`config.mk`:
```
export PLATFORM = sky130hd
export DESIGN_NAME = prototype
export DESIGN_NICKNAME = d
export VERILOG_FILES = /design/src/rtl/prototype.sv
export SDC_FILE = /design/constraint.sdc
export NUM_CORES = 1
export LEC_CHECK = 0
export CORE_ASPECT_RATIO = 1.75
export CORE_UTILIZATION = 51
export DETAILED_ROUTE_END_ITERATION = 12
export PLACE_DENSITY = 0.75
export SETUP_SLACK_MARGIN = 0.1
export SYNTH_ARGS = -nofsm -noshare
export SYNTH_HDL_FRONTEND = slang
export SYNTH_SLANG_ARGS = --single-unit
```
`constraint.sdc`:
```
create_clock -name i_clock -period 4.79 [get_ports i_clock]
set_input_delay 0.479 -clock i_clock [delete_from_list [all_inputs] [get_ports i_clock]]
set_output_delay 0.479 -clock i_clock [all_outputs]
set_load 0.05 [all_outputs]
```
`src/rtl/prototype.sv`:
```
// rtl/prototype.sv - sequential shift-and-add sparse ternary multiply prototype
module prototype #(
  parameter int WIDTH  = 16,
  parameter int N_COEF = 8
) (
  input  logic                  i_clock,
  input  logic                  i_reset,
  input  logic [WIDTH-1:0]      i_poly_a,
  input  logic [2*N_COEF-1:0]   i_poly_r,
  output logic [WIDTH-1:0]      r_sum_one,
  output logic [WIDTH-1:0]      r_sum_mone,
  output logic                  o_done
);

  // Index must address every coefficient; keep at least one bit for N_COEF == 1.
  localparam int IDX_W = (N_COEF > 1) ? $clog2(N_COEF) : 1;
  localparam logic [IDX_W-1:0] LAST_IDX = IDX_W'(N_COEF - 1);

  // Coefficient codes; 2'b10 is reserved and contributes nothing.
  localparam logic [1:0] COEF_PLUS  = 2'b01;
  localparam logic [1:0] COEF_MINUS = 2'b11;

  typedef enum logic [1:0] {
    LOAD = 2'b00,
    RUN  = 2'b01,
    DONE = 2'b10
  } state_t;

  state_t                state, state_next;
  logic [IDX_W-1:0]      index, index_next;
  logic [WIDTH-1:0]      a_reg, a_next;
  logic [2*N_COEF-1:0]   r_reg, r_next;
  logic [WIDTH-1:0]      one_next, mone_next;
  logic                  done_next;

  // Current coefficient and the shifted operand it would contribute.
  logic [2*N_COEF-1:0]   r_aligned;
  logic [1:0]            coef;
  logic [WIDTH-1:0]      a_shifted;

  // Select coefficient `index` and form a << index, dropping bits above WIDTH-1.
  always_comb begin
    r_aligned = r_reg >> {index, 1'b0};
    coef      = r_aligned[1:0];
    a_shifted = a_reg << index;
  end

  // State, shadow and accumulator registers; everything clears on async reset.
  always_ff @(posedge i_clock or negedge i_reset) begin
    if (!i_reset) begin
      state      <= LOAD;
      index      <= '0;
      a_reg      <= '0;
      r_reg      <= '0;
      r_sum_one  <= '0;
      r_sum_mone <= '0;
      o_done     <= 1'b0;
    end else begin
      state      <= state_next;
      index      <= index_next;
      a_reg      <= a_next;
      r_reg      <= r_next;
      r_sum_one  <= one_next;
      r_sum_mone <= mone_next;
      o_done     <= done_next;
    end
  end

  // Next-state and datapath: capture once, then one coefficient per edge, then hold.
  always_comb begin
    state_next = state;
    index_next = index;
    a_next     = a_reg;
    r_next     = r_reg;
    one_next   = r_sum_one;
    mone_next  = r_sum_mone;
    done_next  = o_done;

    case (state)
      LOAD: begin
        a_next     = i_poly_a;
        r_next     = i_poly_r;
        one_next   = '0;
        mone_next  = '0;
        index_next = '0;
        state_next = RUN;
      end

      RUN: begin
        if (coef == COEF_PLUS) begin
          one_next = r_sum_one + a_shifted;
        end else if (coef == COEF_MINUS) begin
          mone_next = r_sum_mone + a_shifted;
        end
        index_next = index + 1'b1;
        if (index == LAST_IDX) begin
          state_next = DONE;
          done_next  = 1'b1;
        end
      end

      DONE: begin
        // Result is final; only reset restarts the operation.
      end

      default: begin
        state_next = LOAD;
      end
    endcase
  end

endmodule

```
Word-level counts from Yosys, hierarchy flattened. Cells that the tools add are included.

Flip-flop bits (word level): 70. Input bits: 34. Output and inout port bits: 33. Logic and storage cells: 36.

Add/subtract/negate cells: 3. Equal/unequal tests: 9. Shift operators: 2. Muxes and demuxes: 8. Bitwise gates (word level): 1. Reductions and logical operators: 6.

Operator list (number): $pmux 16 s2 (2); $mux 16 (3); $add 16x16->16 (2); $shl 16x3->16 (1); $shr 16x4->2 (1); $ne 2x2->1 const B (4); $pmux 2 s3 (1); $pmux 3 s2 (1); $reduce_and 2->1 (3); $eq 2x1->1 const B (2); $eq 2x2->1 const B (2); $add 3x1->3 const B (1); $eq 3x3->1 const B (1); $reduce_and 3->1 (1); $logic_not 2->1 (1); $mux 2 (1); $reduce_bool 2->1 (1); $not 1->1 (1).

Logic depth before layout (Yosys ltp).
Word-level depth: 5. Depth in mapped cells: 18. Mapped depth without buffers: 15.

Least setup slack after synthesis. No wires, ideal clock.

Kind: flip-flop to flip-flop. Start point: reg index[0]. End point: reg r_sum_mone[12]. Setup time: 0.121 ns. Arrival time: 3.327 ns. Data required time: 4.669 ns. Path slack: 1.342 ns. Stages on the path, launching flop included: 16. Path buffers: 3. Clock period less this slack: 3.448 ns. Path through: dfrtp_1 buf_6 clkbuf_1 clkbuf_1 nor2_1 and3_1 ha_1 ha_1 a31oi_1 maj3_1 o211ai_2 a41o_1 a221o_1 a21o_1 xor2_1 a22o_1.

Cells in the longest elaborated chain, start to end: 5. Elaborated cells on any way between the ends: 11. Classes of those cells: 1 x add/sub; 4 x eq/ne; 2 x shift; 3 x mux; 1 x reduce/logical.

Ends and longest elaborated chain: start, declared (line 30) `logic [IDX_W-1:0] index, index_next;`; start signal, assigned (line 60) `index <= index_next;`; $shl 16x3->16 (line 45) `a_shifted = a_reg << index;`; $add 16x16->16 (line 93) `mone_next = r_sum_mone + a_shifted;`; $mux 16 (line 92) `end else if (coef == COEF_MINUS) begin`; $mux 16 (line 90) `if (coef == COEF_PLUS) begin`; $pmux 16 s2 (line 79) `case (state)`; end signal, assigned (line 64) `r_sum_mone <= mone_next;`; end, declared (line 11) `output logic [WIDTH-1:0] r_sum_mone,`.

Several ways; a longest one is shown, not always the timed one. The select of a mux whose other input is x is not followed. A chain may end at the register's enable or synchronous reset.

Worst setup path after layout.
Start point: reg index[1]. End point: reg r_sum_one[12].

Cells in the longest elaborated chain, start to end: 4. Elaborated cells on any way between the ends: 8. Classes of those cells: 1 x add/sub; 2 x eq/ne; 2 x shift; 2 x mux; 1 x reduce/logical.

Ends and longest elaborated chain: $shl 16x3->16 / $shr 16x4->2 (equally long branches) (line 45, 43); $add 16x16->16 / $eq 2x1->1 (equally long branches) (line 91, 90); $mux 16 / $ne 2x2->1 (equally long branches); $pmux 16 s2 / $reduce_and 2->1 (equally long branches); end signal, assigned (line 63) `r_sum_one <= one_next;`; end, declared (line 10) `output logic [WIDTH-1:0] r_sum_one,`.

Several ways; a longest one is shown, not always the timed one. The select of a mux whose other input is x is not followed.

==> summary.txt <==
reg2reg start - index[1]
Syn. warnings - 0
die area - 9850 sq um
Initial Util - 53.0%
Final HPWL DP - 9420 microns
Final Setup Violations - 0
synth unique cells - 66
CP Data Required Time - 5030 ps
hold_buf cts - 0
crit path DAT - 4200 ps
Final Slew Violations - 0
total CTS buffers - 9
Post-Syn Area - 4820 sq um
RSZ-0062 raised after global routing - false
# IOs - 67
Reg clk slew, reported paths - 60 ps
sequential fraction of the synthesis area - 36.4%
Power Dens Cells - 483 nW/um^2
FP Rows - 46
Die Wd - 75.5 microns
DR vias - 4271
Slowest cell on crit path - dfrtp_1
skew final - 6.87 ps
# resized after CTS - 0
Seq cells post-synth - 70
most common cell in the synthesized netlist - nand2_1
Die Y - 131 microns
first-pass GRT wire length - 20300 microns
post-synth top area cell - dfrtp_1
Worst Path Max Fanout - 26
Core Box Area - 9090 sq um
status - completed
Max-Slew Margin vs Limit - 32.6%
Final Wtd Congestion - 0.934
CTS tree - done
Synth top cells by count - nand2_1, dfrtp_1, o21ai_0
Inst Count DP - 725
net total in the final layout - 678
CP Cell Sequence - mux2_2 -> o21ai_0 -> o21ai_0 -> ha_1 -> a21o_1 -> or3_1 -> o221a_4 -> o21bai_1 -> a21boi_0 -> o21a_1 -> o31ai_1
Port Buffers - 66
drt wl/cell - 16.8 microns
Fmax achieved - 0.253 GHz
Post-CTS Setup Inserts - 0
TNS Setup - 0 ps
Crit Path Class - reg -> reg
H-Tree Depth - 3
initial drt markers - 207
Avg Cell Area, Syn - 8.55 sq um
Hold WC Path Type - in -> async
Final Hold Vio Count - 0
Filler cells - 809
fin crit period - 3960 ps
drt first pass iters - 4
leak pwr - 2.65 nW
Post-DP Area - 5530 sq um
Total GRT Usage - 27.7%
period utilization - 82.7%
Worst VDD drop - 0.247 mV
most frequent CP cell - o21ai_0
Primary FF master, synth - dfrtp_1
top cell type's share of synthesized area - 36.4%
Area Overhead vs Synth - 22.2%
crit path launch type - flip-flop
Final Cell Area - 5880 sq um
flop-to-flop setup slack - 830 ps
vias in the first global route - 4242
synth top area cells - dfrtp_1, nand2_1, ha_1, o21ai_0, mux2i_1
Max Cap Viol - 0
worst stage delay on the critical path - 1000 ps
Post-Synthesis Cells - 563
layout cell share with drive strength beyond 1 - 7.57%
root buffer cell - clkbuf_16
DRT Wirelength - 12400 microns
DRC viols - 0
CP endpoint kind - flip-flop
ys async rst share - 100%
largest net degree at the start of global routing - 71
fin cells - 741
EDFF count, synth - 0
syn nets - 625
crit path launch - index[1]
clk sinks - 70
initial antenna violation count - 0
clock latency on the worst-skew pair - 340 ps
Longest Clk Path Bufs - 2
Via density - 5.76
measured slew at the worst slew-check pin - 1010 ps
antenna viol nets, final - 0
Ant. Diodes - 0
total gr overflow - 0
==> cell families after synthesis <==
kind of cell | after synthesis | share of synthesized area [%]
flip-flops | 70 | 36.4
multiplexers | 26 | 7.12
AO/OA/AOI/OAI | 132 | 19.4
buffers and inverters | 47 | 4.16
adder cells (fa/ha/maj) | 30 | 7.72
XOR/XNOR | 22 | 4.00
AND/OR/NAND/NOR | 236 | 21.2
==> power breakdown <==
group	total [W]	switching, W	internal, W
logic	0.00125	0.000752	0.000497
clock network	0.000801	0.000274	0.000527
registers	0.000792	0.000107	0.000685
==> cell usage in the layout, fill, tap and decap left out, drive strengths merged, types with 14 or more instances in the layout <==
cell           netlist  final
nand2              146    146
dfrtp               70     70
clkdlybuf4s50        0     65
o21ai               35     35
nor2                29     29
a21oi               29     29
ha                  28     28
nand3               22     22
inv                 18     20
mux2i               14     14
==> area by class of cell <==
| cell class | instances | area [sq um] | share of cell area (%) |
|---|---|---|---|
| clock buffers | 10 | 239 | 4.06 |
| multi-input cells | 446 | 2870 | 48.7 |
| repair buffers | 71 | 693 | 11.8 |
| flip-flops and latches | 70 | 1750 | 29.8 |
| clock inverters | 6 | 116 | 1.98 |
| inverters | 18 | 67.6 | 1.15 |
| well taps | 120 | 150 | 2.55 |
==> per-layer routing <==
metal,routed length [microns],track usage [%]
met2,6710,50.2
met5,0,0
met1,4670,29.6
met3,436,3.83
met4,622,16.4
==> worst paths after layout <==
check	cells after the start	end
worst min register to register	2	r_reg[1]
worst max-delay path	11	r_sum_one[12]
worst max register to register	11	r_sum_one[12]
min in group i_clock	2	r_reg[1]
worst min-delay path	2	r_sum_mone[11]
max in group asynchronous	2	a_reg[11]
==> worst max-delay path, delay by kind of cell (launching register included) <==
kind / cells / cell delay, ps
AO/OA/AOI/OAI: 8 / 1650
flip-flops: 1 / 1000
adder cells (fa/ha/maj): 1 / 450
multiplexers: 1 / 430
AND/OR/NAND/NOR: 1 / 320
==> stage by stage <==
step                      util [%]  total power [W]  setup WS, ps  hold slack [ps]
after global placement        60.8          0.00202           893              449
after detailed placement      60.8          0.00205           834              456
after floorplan                  -          0.00166          1340              183
after global routing          64.7          0.00298           519              451
after CTS                     64.7          0.00285           848              382
final                         64.7          0.00284           830              343
(Power assumes the default switching activity.)
